--- src/rtl/led_fade_sequencer.sv ---
// Shared fade-ramp engine: round-robin grants one LED channel at a time and ramps its duty 0 -> DUTY_MAX -> 0.
// Optional peak hold is enabled by defining LED_FADE_HOLD_EN; otherwise the ramp turns around at DUTY_MAX.
module led_fade_sequencer #(
  parameter int N_CH     = 4,
  parameter int DUTY_MAX = 10,
  parameter int STEP_T   = 20,
  parameter int HOLD_T   = 20
) (
  input  logic                clk,
  input  logic                rst_n,
  input  logic [N_CH-1:0]     req,
  input  logic                abort,
  output logic [4*N_CH-1:0]   duty_bus,
  output logic [N_CH-1:0]     grant,
  output logic                busy,
  output logic                done,
  output logic                aborted
);

  localparam int LW = (N_CH > 1) ? $clog2(N_CH) : 1;

  if (N_CH < 2 || N_CH > 8 || DUTY_MAX < 1 || DUTY_MAX > 15 ||
      STEP_T < 1 || STEP_T > 255 || HOLD_T < 1 || HOLD_T > 255) begin : g_param_check
    $error("led_fade_sequencer: parameter out of range");
  end

  typedef enum logic [2:0] {IDLE, RISE, HOLD, FALL, DONE} state_t;

  state_t          state_q, state_d;
  logic [3:0]      duty_q, duty_d;
  logic [7:0]      cnt_q, cnt_d;
  logic [N_CH-1:0] grant_q, grant_d;
  logic [N_CH-1:0] pending_q, pending_d;
  logic [LW-1:0]   last_q, last_d;
  logic            aborted_q, aborted_d;

  logic            found;
  logic [LW-1:0]   pick, cand;
  logic [N_CH-1:0] clr;
  logic            step_end;
  logic            in_fade;

  // NOTE: state registers use non-blocking assignments so every flop samples pre-edge values.
  always_ff @(posedge clk or negedge rst_n) begin
    if (!rst_n) begin
      state_q   <= IDLE;
      duty_q    <= '0;
      cnt_q     <= '0;
      grant_q   <= '0;
      pending_q <= '0;
      last_q    <= LW'(N_CH - 1);
      aborted_q <= 1'b0;
    end else begin
      state_q   <= state_d;
      duty_q    <= duty_d;
      cnt_q     <= cnt_d;
      grant_q   <= grant_d;
      pending_q <= pending_d;
      last_q    <= last_d;
      aborted_q <= aborted_d;
    end
  end

  // Round-robin search starting one past the last granted channel.
  always_comb begin
    found = 1'b0;
    pick  = '0;
    cand  = '0;
    for (int k = 1; k <= N_CH; k++) begin
      cand = LW'((int'(last_q) + k) % N_CH);
      if (!found && pending_q[cand]) begin
        found = 1'b1;
        pick  = cand;
      end
    end
  end

  assign step_end = (cnt_q == 8'(STEP_T - 1));
  assign in_fade  = (state_q == RISE) || (state_q == HOLD) || (state_q == FALL);

  // NOTE: every variable gets a default before the case so no path leaves it unassigned (no latches).
  always_comb begin
    state_d   = state_q;
    duty_d    = duty_q;
    cnt_d     = cnt_q;
    grant_d   = grant_q;
    last_d    = last_q;
    aborted_d = aborted_q;
    clr       = '0;

    if (abort && in_fade) begin
      state_d   = DONE;
      duty_d    = '0;
      cnt_d     = '0;
      aborted_d = 1'b1;
    end else begin
      case (state_q)
        IDLE: begin
          if (found) begin
            state_d = RISE;
            grant_d = N_CH'(1) << pick;
            clr     = N_CH'(1) << pick;
            last_d  = pick;
            duty_d  = '0;
            cnt_d   = '0;
          end
        end
        RISE: begin
          if (step_end) begin
            cnt_d  = '0;
            duty_d = duty_q + 4'd1;
            if (duty_q + 4'd1 == 4'(DUTY_MAX)) begin
`ifdef LED_FADE_HOLD_EN
              state_d = HOLD;
`else
              state_d = FALL;
`endif
            end
          end else begin
            cnt_d = cnt_q + 8'd1;
          end
        end
`ifdef LED_FADE_HOLD_EN
        HOLD: begin
          if (cnt_q == 8'(HOLD_T - 1)) begin
            state_d = FALL;
            cnt_d   = '0;
          end else begin
            cnt_d = cnt_q + 8'd1;
          end
        end
`endif
        FALL: begin
          if (step_end) begin
            cnt_d  = '0;
            duty_d = duty_q - 4'd1;
            if (duty_q == 4'd1) state_d = DONE;
          end else begin
            cnt_d = cnt_q + 8'd1;
          end
        end
        DONE: begin
          state_d   = IDLE;
          grant_d   = '0;
          aborted_d = 1'b0;
        end
        default: state_d = IDLE;
      endcase
    end

    // A request on the same edge as the grant re-arms the bit.
    pending_d = (pending_q & ~clr) | req;
  end

  always_comb begin
    duty_bus = '0;
    for (int i = 0; i < N_CH; i++) begin
      if (grant_q[i]) duty_bus[4*i +: 4] = duty_q;
    end
  end

  assign grant   = grant_q;
  assign busy    = (state_q != IDLE);
  assign done    = (state_q == DONE);
  assign aborted = aborted_q;

endmodule

--- config.mk ---
export PLATFORM = sky130hd
export DESIGN_NAME = led_fade_sequencer
export DESIGN_NICKNAME = d
export VERILOG_FILES = /design/src/rtl/led_fade_sequencer.sv
export SDC_FILE = /design/constraint.sdc
export NUM_CORES = 1
export LEC_CHECK = 0
export CAP_MARGIN = 20
export CELL_PAD_IN_SITES_DETAIL_PLACEMENT = 0
export CELL_PAD_IN_SITES_GLOBAL_PLACEMENT = 1
export CORE_ASPECT_RATIO = 1.4
export CORE_MARGIN = 2
export CORE_UTILIZATION = 40
export CTS_CLUSTER_DIAMETER = 100
export DETAILED_ROUTE_END_ITERATION = 8
export DONT_BUFFER_PORTS = 1
export PLACE_DENSITY = 0.74
export SYNTH_ARGS = -nofsm -noshare
export SYNTH_HDL_FRONTEND = slang
export SYNTH_SLANG_ARGS = --single-unit
export TNS_END_PERCENT = 30
--- constraint.sdc ---
create_clock -name clk -period 2.7 [get_ports clk]
set_input_delay 0.54 -clock clk [delete_from_list [all_inputs] [get_ports clk]]
set_output_delay 0.54 -clock clk [all_outputs]
set_load 0.02 [all_outputs]
==> flow_summary_export.csv, run 1 <==
group,metric,value,unit
placement,gp_routability_congestion,0.785,
pwr,p_leak,0.669,nW
pwr,p_switching,0.000542,W
logic_synthesis,synthCells,173,
outcome,status,"finished, final reports clean",
logic_synthesis,synth_most_common_cell,"dfrtp_1",
layout,area_growth,7.22,%
sta,finalMaxSlewViolations,0,
sta,period_needed,2.11,ns
route,dr.first_iter.drc_count,38,
route,detail_route.wl_per_cell,17.3,um
pwr,switching_share,41.1,%
global_route,grt_overflow,0,
logic_synthesis,netlist.area_leader.share,38.5,%
placement,hpwl,2.69,mm
setup_path,cp_cell_sequence,"or3b_1 -> o41a_1 -> or4_1 -> nand3_1",
worst_hold_path,holdCritPathClass,"input port to asynchronous set/reset pin",
global_route,grt_pass1_wl,6.22,mm
layout,final_nets,185,
setup_path,critPathSlowestCell,"o41a_1",
setup_path,cp_data_arrival_time,2.34,ns
logic_synthesis,ys_types,47,
setup_path,critPathKind,"flip-flop to flip-flop",
setup_path,cp_top_family,"simple AND/OR/NAND/NOR gates",
logic_synthesis,ys_top_cells_by_area,"dfrtp_1 38%, and2_1 6.8%, o21ai_0 5.8%",
clocking,clk_pin_slew_worst_paths,0.09,ns
logic_synthesis,synthTopCellsByCount,"24 x dfrtp_1, 18 x o21ai_0, 17 x and2_1",
route,vias_per_cell,6.20,
floorplan,core,3710,um^2
logic_synthesis,netlist_area,1560,um^2
route,route.detailed.drc,0,
layout,num_antenna_cells,0,
floorplan,die_area,4420,um^2
clocking,htree_levels,1,
pwr,combPwrFrac,32.2,%
sta,rsz0062_at_grt,"false",
logic_synthesis,synth.avg_cell_area,9.02,um^2
setup_path,critical_path.max_fanout,15,
sta,setup_viol,0,
sta,hold_viol,0,
clocking,cts-buffers-inserted,3,
flow_run,drv_cap,0,
sta,worst_slew_pin_slew,0.767,ns
clocking,cts_tree,"built",
global_route,grt_pass1_vias,1326,
sta,fmax,0.473,GHz
clocking,clockRootBuffer,"clkbuf_8",
pwr,sequentialPowerShare,47.8,%
logic_synthesis,yosys_warnings,0,
clocking,cts_sinks,26,
pwr,ir_drop,412,uV
floorplan,die_w,56.8,um
sta,fin_ws,0.586,ns
pwr,power_density,787,nW/um^2
logic_synthesis,synth_fp_nets,184,
floorplan,die_h,77.9,um
floorplan,io_pins,30,
logic_synthesis,synth_edf_count,0,
floorplan,start_util,42.1,%
pwr,internal-power,0.000775,W
logic_synthesis,synth-seq-area-share,41.9,%
sta,finalClockSkew,0.00240,ns
route,vias,1333,
sta,relSlewSlack,47.5,%
route,postRouteAntennaNets,0,
clocking,cts_buffer_depth,2,
global_route,grt_max_degree,25,
setup_path,worst_path_largest_cell_delay,0.55,ns
sta,tns,0,ns
sta,fin_crit_sh,78.3,%
logic_synthesis,async_reset_ff_share,100,%
layout,layout-drive-gt1-share,8.09,%
setup_path,critical_path_buf_inv_count,0,
setup_path,cp-end-kind,"flip-flop",
sta,holdWs,0.0525,ns
clocking,clock_latency,0.28,ns
setup_path,startpoint_type,"flip-flop",
route,routed_wl,3.71,mm
placement,dp_slack,0.617,ns
logic_synthesis,ys.flop_type,"dfrtp_1",
global_route,track_usage,18.1,%
logic_synthesis,ys_ff_latch,26,
logic_synthesis,synth_top_area_cell,"dfrtp_1",
clocking,cts_setup_buffers,0,
placement,port_buffers,0,
route,dr.pass1.iters,5,
setup_path,critPathRequiredTime,2.93,ns
floorplan,core.rowCount,26,
global_route,grt_antenna_before_repair,0,
pwr,clkPwrFrac,20.1,%
state kept, by name (all words and copies together) (netlist names):
register / flops
aborted: 1
state_q: 3
pending_q: 4
last_q: 2
cnt_q: 8
duty_q: 4
grant: 4
worst register-to-register path: stages, from the launching register on:
cell	delay [ns]
dfrtp_1	0.43
or3b_1	0.45
o41a_1	0.55
or4_1	0.54
nand3_1	0.09
worst paths after layout:
check / startpoint / endpoint / slack [ns] / cells past startpoint
worst max-delay path: cnt_q[5]$_DFFE_PN0P_ / duty_q[2]$_DFFE_PN0P_ / 0.59 / 4
worst min-delay path: rst_n / cnt_q[3]$_DFFE_PN0P_ / 0.05 / 1
worst max register to register: cnt_q[5]$_DFFE_PN0P_ / duty_q[2]$_DFFE_PN0P_ / 0.59 / 4
worst min register to register: last_q[1]$_DFFE_PN1P_ / last_q[1]$_DFFE_PN1P_ / 0.51 / 2
max in group asynchronous: rst_n / pending_q[3]$_DFF_PN0_ / 2.50 / 1
min in group clk: req[1] / pending_q[1]$_DFF_PN0_ / 0.37 / 1
power groups by stage:
stage | combinational [W] | clock, W | sequential (W)
after global placement | 0.000400 | 0 | 0.000629
final | 0.000424 | 0.000264 | 0.000629
after global routing | 0.000480 | 0.000287 | 0.000647
after CTS | 0.000429 | 0.000267 | 0.000628
after floorplan | 0.000343 | 0 | 0.000586
after detailed placement | 0.000417 | 0 | 0.000635
timing repair:
item                      CTS  global route
hold buffers                1             0
hold endpoints to repair   24             0
resized for setup           0             0
metal layers:
metal / track usage (%) / vias up / wire length (um)
li1: - / 640 / -
met1: 19.6 / 645 / 1450
met2: 32.3 / 37 / 1970
met3: 3.67 / 11 / 168
met4: 10.0 / 0 / 124
met5: 0 / - / 0
metrics by stage:
| stage | utilization, % | cell area [um^2] | cells | total power [W] |
|---|---|---|---|---|
| floorplan | - | 1560 | 173 | 0.000929 |
| global placement | 43.1 | 1600 | 210 | 0.00103 |
| detailed placement | 43.1 | 1600 | 210 | 0.00105 |
| CTS | 45.1 | 1670 | 215 | 0.00132 |
| global route | 45.1 | 1670 | 215 | 0.00141 |
| finish | 45.1 | 1670 | 215 | 0.00132 |
logic make-up (layout without fill, tap and decap cells):
family	count (synthesis)	count (layout)	synth area share [%]
compound gates	52	52	22.7
simple gates	74	74	27.1
xor+xnor	2	2	1.12
mux	1	1	0.642
flops	26	26	41.9
fa+ha+maj	4	4	3.21
buf+inv	14	14	3.37
layout make-up:
cell class,instances,area [um^2]
multi-input combinational,133,855
sequential,26,653
fill,376,2040
clock buffer,4,55.1
timing repair buffer,2,27.5
inverter,8,30.0
tap,42,52.6
cells in the final DEF (no fill, tap or decap), types with 5 or more instances in the layout:
| cell type | Yosys | routed |
|---|---|---|
| and2_1 | 17 | 17 |
| a21oi_1 | 8 | 8 |
| o21ai_0 | 18 | 18 |
| nand3_1 | 5 | 5 |
| inv_1 | 8 | 8 |
| a31oi_1 | 5 | 5 |
| dfrtp_1 | 24 | 24 |
| nand2_1 | 13 | 13 |
| nor2_1 | 11 | 11 |
(Power assumes the default switching activity.)
==> run 2, diff against run 1 <==
PLACE_DENSITY = 0.77   (was 0.74)
clock period = 1.8 ns   (was 2.7 ns; I/O delays follow)
==> run 2 against run 1 <==
Net effect: the run now ends with setup timing left; critical path depth did not move; worst hold slack improved by 0.14 ns; die area did not move; final cell count rose by 8.8%; highest routed layer unchanged.
==> flow_summary_export.csv, run 2 (same netlist as run 1, synthesis figures left out) <==
group,metric,value,unit
outcome,status,"finished with violations",
outcome,violations,"setup timing",
layout,layout.cells.non_filler,234,
clocking,cts_tree,"built",
worst_hold_path,min-delay-start,"req[1]",
global_route,grt_max_degree,27,
sta,fmax,0.555,GHz
layout,final_nets,204,
floorplan,start_util,42.1,%
floorplan,core.rowCount,26,
route,vias,1369,
sta,finalClockSkew,0.0114,ns
setup_path,critical_path.max_fanout,3,
floorplan,die_area,4420,um^2
flow_run,drv_cap,0,
sta,setup_viol,1,
setup_path,cp-end-kind,"flip-flop",
setup_path,critPathRequiredTime,2.00,ns
pwr,power_density,1120,nW/um^2
global_route,grt_overflow,0,
setup_path,r2r_start,"cnt_q[5]$_DFFE_PN0P_",
layout,final_common_cell,"dfrtp_1",
sta,fin_crit_sh,100,%
sta,finalMaxSlewViolations,0,
floorplan,io_pins,30,
layout,num_antenna_cells,0,
sta,period_needed,1.80,ns
pwr,p_leak,0.777,nW
clocking,clk_pin_slew_worst_paths,0.09,ns
sta,relSlewSlack,68.5,%
route,detail_route.wl_per_cell,15.6,um
route,postRouteAntennaNets,0,
sta,worst_slew_pin_slew,0.466,ns
route,dr.pass1.iters,6,
sta,hold_viol,0,
global_route,grt_pass1_wl,6.41,mm
setup_path,critPathSlowestCell,"or4_4",
layout,largest-register,"cnt_q",
sta,fin_ws,-0.000719,ns
placement,placedCellCount,227,
clocking,clock_latency,0.27,ns
clocking,cts-buffers-inserted,3,
route,routed_wl,3.65,mm
placement,port_buffers,0,
setup_path,critPathLaunch,"cnt_q[5]$_DFFE_PN0P_",
clocking,htree_levels,1,
floorplan,die_w,56.8,um
global_route,grt_pass1_vias,1416,
layout,largest_reg_flops,8,
setup_path,worst_path_largest_cell_delay,0.49,ns
setup_path,cp_data_arrival_time,2.00,ns
clocking,cts_buffer_depth,2,
floorplan,core,3710,um^2
placement,hpwl,2.80,mm
pwr,ir_drop,611,uV
worst_hold_path,holdCritPathClass,"input port to flip-flop",
layout,area_growth,17.6,%
clocking,clockRootBuffer,"clkbuf_8",
sta,rsz0062_at_grt,"true",
floorplan,die_h,77.9,um
placement,gp_routability_congestion,0.835,
route,vias_per_cell,5.85,
placement,dp_slack,-0.00712,ns
global_route,grt_antenna_before_repair,0,
setup_path,critPathKind,"flip-flop to flip-flop",
route,dr.first_iter.drc_count,84,
layout,layout-drive-gt1-share,18.8,%
global_route,track_usage,17.8,%
layout,most-common-layout-cells,"24 x dfrtp_1, 19 x buf_4, 17 x and2_1",
layout,postLayoutCoreUtil,49.5,%
clocking,cts_sinks,26,
route,route.detailed.drc,0,
setup_path,startpoint_type,"flip-flop",
setup_path,cp_cell_sequence,"or3b_4 -> o41a_1 -> or4_4 -> nand3_2",
## run 2: final timing paths
path	to	slack, ns	cells past startpoint
max	duty_q[2]$_DFFE_PN0P_	-0.0007	4
min	pending_q[1]$_DFF_PN0_	0.19	1
max reg2reg	duty_q[2]$_DFFE_PN0P_	-0.0007	4
min reg2reg	last_q[1]$_DFFE_PN1P_	0.51	2
max in group asynchronous	last_q[1]$_DFFE_PN1P_	1.02	2
min in group asynchronous	cnt_q[4]$_DFFE_PN0P_	0.54	2
## run 2: timing repair
action                     CTS  global route
setup endpoints to repair    1             7
resized for setup            1             6
pin swaps                    0             1
hold endpoints to repair    26             0
hold buffers                 2             0
buffers inserted             0             1
## run 2: worst max-delay path, delay by kind of cell (launching register included)
family / cells / cell delay, ns
flip-flops: 1 / 0.39
AO/OA/AOI/OAI: 1 / 0.36
AND/OR/NAND/NOR: 3 / 0.98
## run 2: final cells by class
cell class,count,area (um^2)
multi-input combinational,133,872
fill,374,1870
timing repair buffer,21,173
tap,42,52.6
sequential,26,653
clock buffer,4,55.1
inverter,8,30.0
## run 2: power breakdown
part	internal, W	switching [W]	total, W	leakage [nW]
registers	0.000719	0.000214	0.000934	0.324
clock network	0.000195	0.000179	0.000374	0.0288
logic	0.000343	0.000414	0.000757	0.425
total	0.00126	0.000807	0.00206	0.777
## run 2: layer usage
| layer | wire, um | GRT usage [%] | up-vias |
|---|---|---|---|
| met5 | 0 | 0 | - |
| met4 | 52 | 6.98 | 0 |
| met3 | 96 | 1.83 | 5 |
| met2 | 1980 | 32.0 | 23 |
| met1 | 1520 | 21.4 | 668 |
| li1 | - | - | 673 |
## run 2: stage by stage
step | total power, W | cell area, um^2 | hold WS [ns] | setup TNS, ns
2_1_floorplan | 0.00139 | 1560 | 0.0644 | -0.00609
3_3_place_gp | 0.00165 | 1730 | 0.0653 | 0
3_5_place_dp | 0.00168 | 1730 | 0.0652 | -0.00712
4_1_cts | 0.00208 | 1810 | 0.185 | -0.00214
5_1_grt | 0.00222 | 1840 | 0.194 | -0.0771
6_report | 0.00206 | 1840 | 0.189 | -0.000719
==> run 3, diff against run 2 <==
CORE_ASPECT_RATIO = 0.8   (was 1.4)
==> run 3 against run 2 <==
Net effect: the flow now finishes without violations; critical path type unchanged; global-route usage up 0.46 points; utilization down 0.29 points; sequential share of layout area down 0.45 points; via count down 1.1%; highest routed layer unchanged.
==> flow_summary_export.csv, run 3 (same netlist as run 1, synthesis figures left out) <==
group,metric,value,unit
outcome,status,"finished, final reports clean",
pwr,combPwrFrac,34.4,%
setup_path,r2r_start,"cnt_q[5]$_DFFE_PN0P_",
layout,final_area,1860,um^2
setup_path,cp_top_family,"simple AND/OR/NAND/NOR gates",
global_route,track_usage,18.2,%
global_route,grt_overflow,0,
placement,dp_slack,0.00489,ns
setup_path,worst_path_largest_cell_delay,0.48,ns
setup_path,cp_cell_sequence,"or3b_4 -> o41a_1 -> or4_1 -> nand3_1",
floorplan,core.rowCount,20,
worst_hold_path,min_to,"pending_q[1]$_DFF_PN0_",
placement,hpwl,2.68,mm
sta,worst_slew_pin_slew,0.500,ns
layout,final_nets,204,
setup_path,rrSetupSlack,0.01,ns
setup_path,timing.rr.end,"duty_q[2]$_DFFE_PN0P_",
pwr,switching_share,37.7,%
worst_hold_path,min-delay-start,"req[1]",
worst_hold_path,holdCritPathClass,"input port to flip-flop",
route,route.detailed.drc,0,
pwr,power_density,1170,nW/um^2
global_route,grt_pass1_vias,1260,
setup_path,critPathRequiredTime,2.02,ns
global_route,grt_antenna_before_repair,0,
pwr,internal-power,0.00135,W
route,vias,1354,
sta,fmax,0.559,GHz
floorplan,die_w,73.8,um
setup_path,critical_path.max_fanout,5,
worst_hold_path,hold_path_depth,1,
clocking,cts-buffers-inserted,3,
floorplan,die_h,59.9,um
route,vias_per_cell,5.48,
placement,placedCellCount,241,
placement,dpl-instance-area,1750,um^2
route,postRouteAntennaNets,0,
route,detail_route.wl_per_cell,14.2,um
global_route,grt_pass1_wl,6.09,mm
sta,rsz0062_at_grt,"true",
layout,fill_cells,351,
layout,layout-drive-gt1-share,17.7,%
sta,setup_viol,0,
route,dr.pass1.iters,4,
sta,tns,0,ns
sta,fin_crit_sh,99.4,%
setup_path,rr_worst_depth,4,
clocking,cts_buffer_depth,2,
clocking,cts_sinks,26,
clocking,cts_tree,"built",
setup_path,startpoint_type,"flip-flop",
setup_path,cp_data_arrival_time,2.01,ns
sta,fin_ws,0.0111,ns
setup_path,critPathSlowestCell,"or4_1",
layout,most-common-layout-cells,"24 x dfrtp_1, 19 x buf_4, 18 x o21ai_0",
setup_path,critPathKind,"flip-flop to flip-flop",
route,routed_wl,3.52,mm
floorplan,io_pins,30,
layout,largest_reg_flops,8,
pwr,clkPwrFrac,22.2,%
pwr,ir_drop,779,uV
pwr,p_leak,0.776,nW
layout,final_common_cell,"dfrtp_1",
route,dr.first_iter.drc_count,93,
flow_run,drv_cap,0,
clocking,clk_pin_slew_worst_paths,0.09,ns
layout,area_growth,19.2,%
placement,gp_routability_congestion,0.865,
clocking,htree_levels,1,
sta,finalMaxSlewViolations,0,
clocking,clock_latency,0.27,ns
clocking,clockRootBuffer,"clkbuf_8",
layout,layout.cells.non_filler,247,
pwr,p_switching,0.000818,W
layout,largest-register,"cnt_q",
setup_path,critical_path_buf_inv_count,0,
floorplan,start_util,41.3,%
sta,relSlewSlack,66.4,%
pwr,sequentialPowerShare,43.5,%
clocking,cts_setup_buffers,0,
sta,hold_viol,0,
setup_path,cp-end-kind,"flip-flop",
floorplan,core,3780,um^2
floorplan,die_area,4420,um^2
layout,num_antenna_cells,0,
sta,period_needed,1.79,ns
global_route,grt_max_degree,27,
sta,finalClockSkew,0.0102,ns
sta,holdWs,0.196,ns
placement,port_buffers,0,
==> run 3: changes by cell type in the layout (fill, tap and decap cells not counted), sizes merged <==
cell,previous run,this run
bufinv,0,1
clkbuf,4,3
==> run 3: final cells by class <==
| class | instances | area [um^2] | share of cell area (%) |
|---|---|---|---|
| multi-input cells | 133 | 863 | 46.4 |
| inverters | 8 | 30.0 | 1.62 |
| repair buffers | 21 | 173 | 9.29 |
| well taps | 55 | 68.8 | 3.70 |
| clock buffers | 3 | 41.3 | 2.22 |
| clock inverters | 1 | 30.0 | 1.62 |
| flip-flops and latches | 26 | 653 | 35.1 |
==> run 3: how the worst max path moves through the flow <==
stage / start / endpoint / cells past startpoint
CTS: cnt_q[5]$_DFFE_PN0P_ / duty_q[2]$_DFFE_PN0P_ / 4
global route: cnt_q[5]$_DFFE_PN0P_ / state_q[2]$_DFFE_PN0P_ / 5
finish: cnt_q[5]$_DFFE_PN0P_ / duty_q[2]$_DFFE_PN0P_ / 4
global placement: cnt_q[5]$_DFFE_PN0P_ / duty_q[2]$_DFFE_PN0P_ / 4
detailed placement: cnt_q[5]$_DFFE_PN0P_ / duty_q[2]$_DFFE_PN0P_ / 4
floorplan: cnt_q[5]$_DFFE_PN0P_ / duty_q[2]$_DFFE_PN0P_ / 4
==> run 3: metrics by stage <==
stage / power (W) / utilization (%)
after floorplan: 0.00139 / -
after global placement: 0.00162 / 46.3
after detailed placement: 0.00166 / 46.3
after CTS: 0.00216 / 49.0
after global routing: 0.00235 / 49.2
final: 0.00217 / 49.2
==> run 3: timing repair <==
item,CTS,global route
hold buffers,2,0
hold endpoints to repair,26,0
endpoints found under the setup margin,1,11
resized for setup,1,2
==> run 3: power by group through the flow <==
stage                     Sequential [W]  Clock [W]  Combinational, W
after floorplan                 0.000879          0          0.000514
after global placement          0.000934          0          0.000690
after detailed placement        0.000951          0          0.000709
after CTS                       0.000940   0.000494          0.000731
after global routing            0.000977   0.000519          0.000852
final                           0.000944   0.000481          0.000746
==> run 3: layer usage <==
layer	routed length, um	GRT usage, %
met4	29	4.68
met5	0	0
met1	1870	27.6
met2	1480	26.3
met3	136	4.05
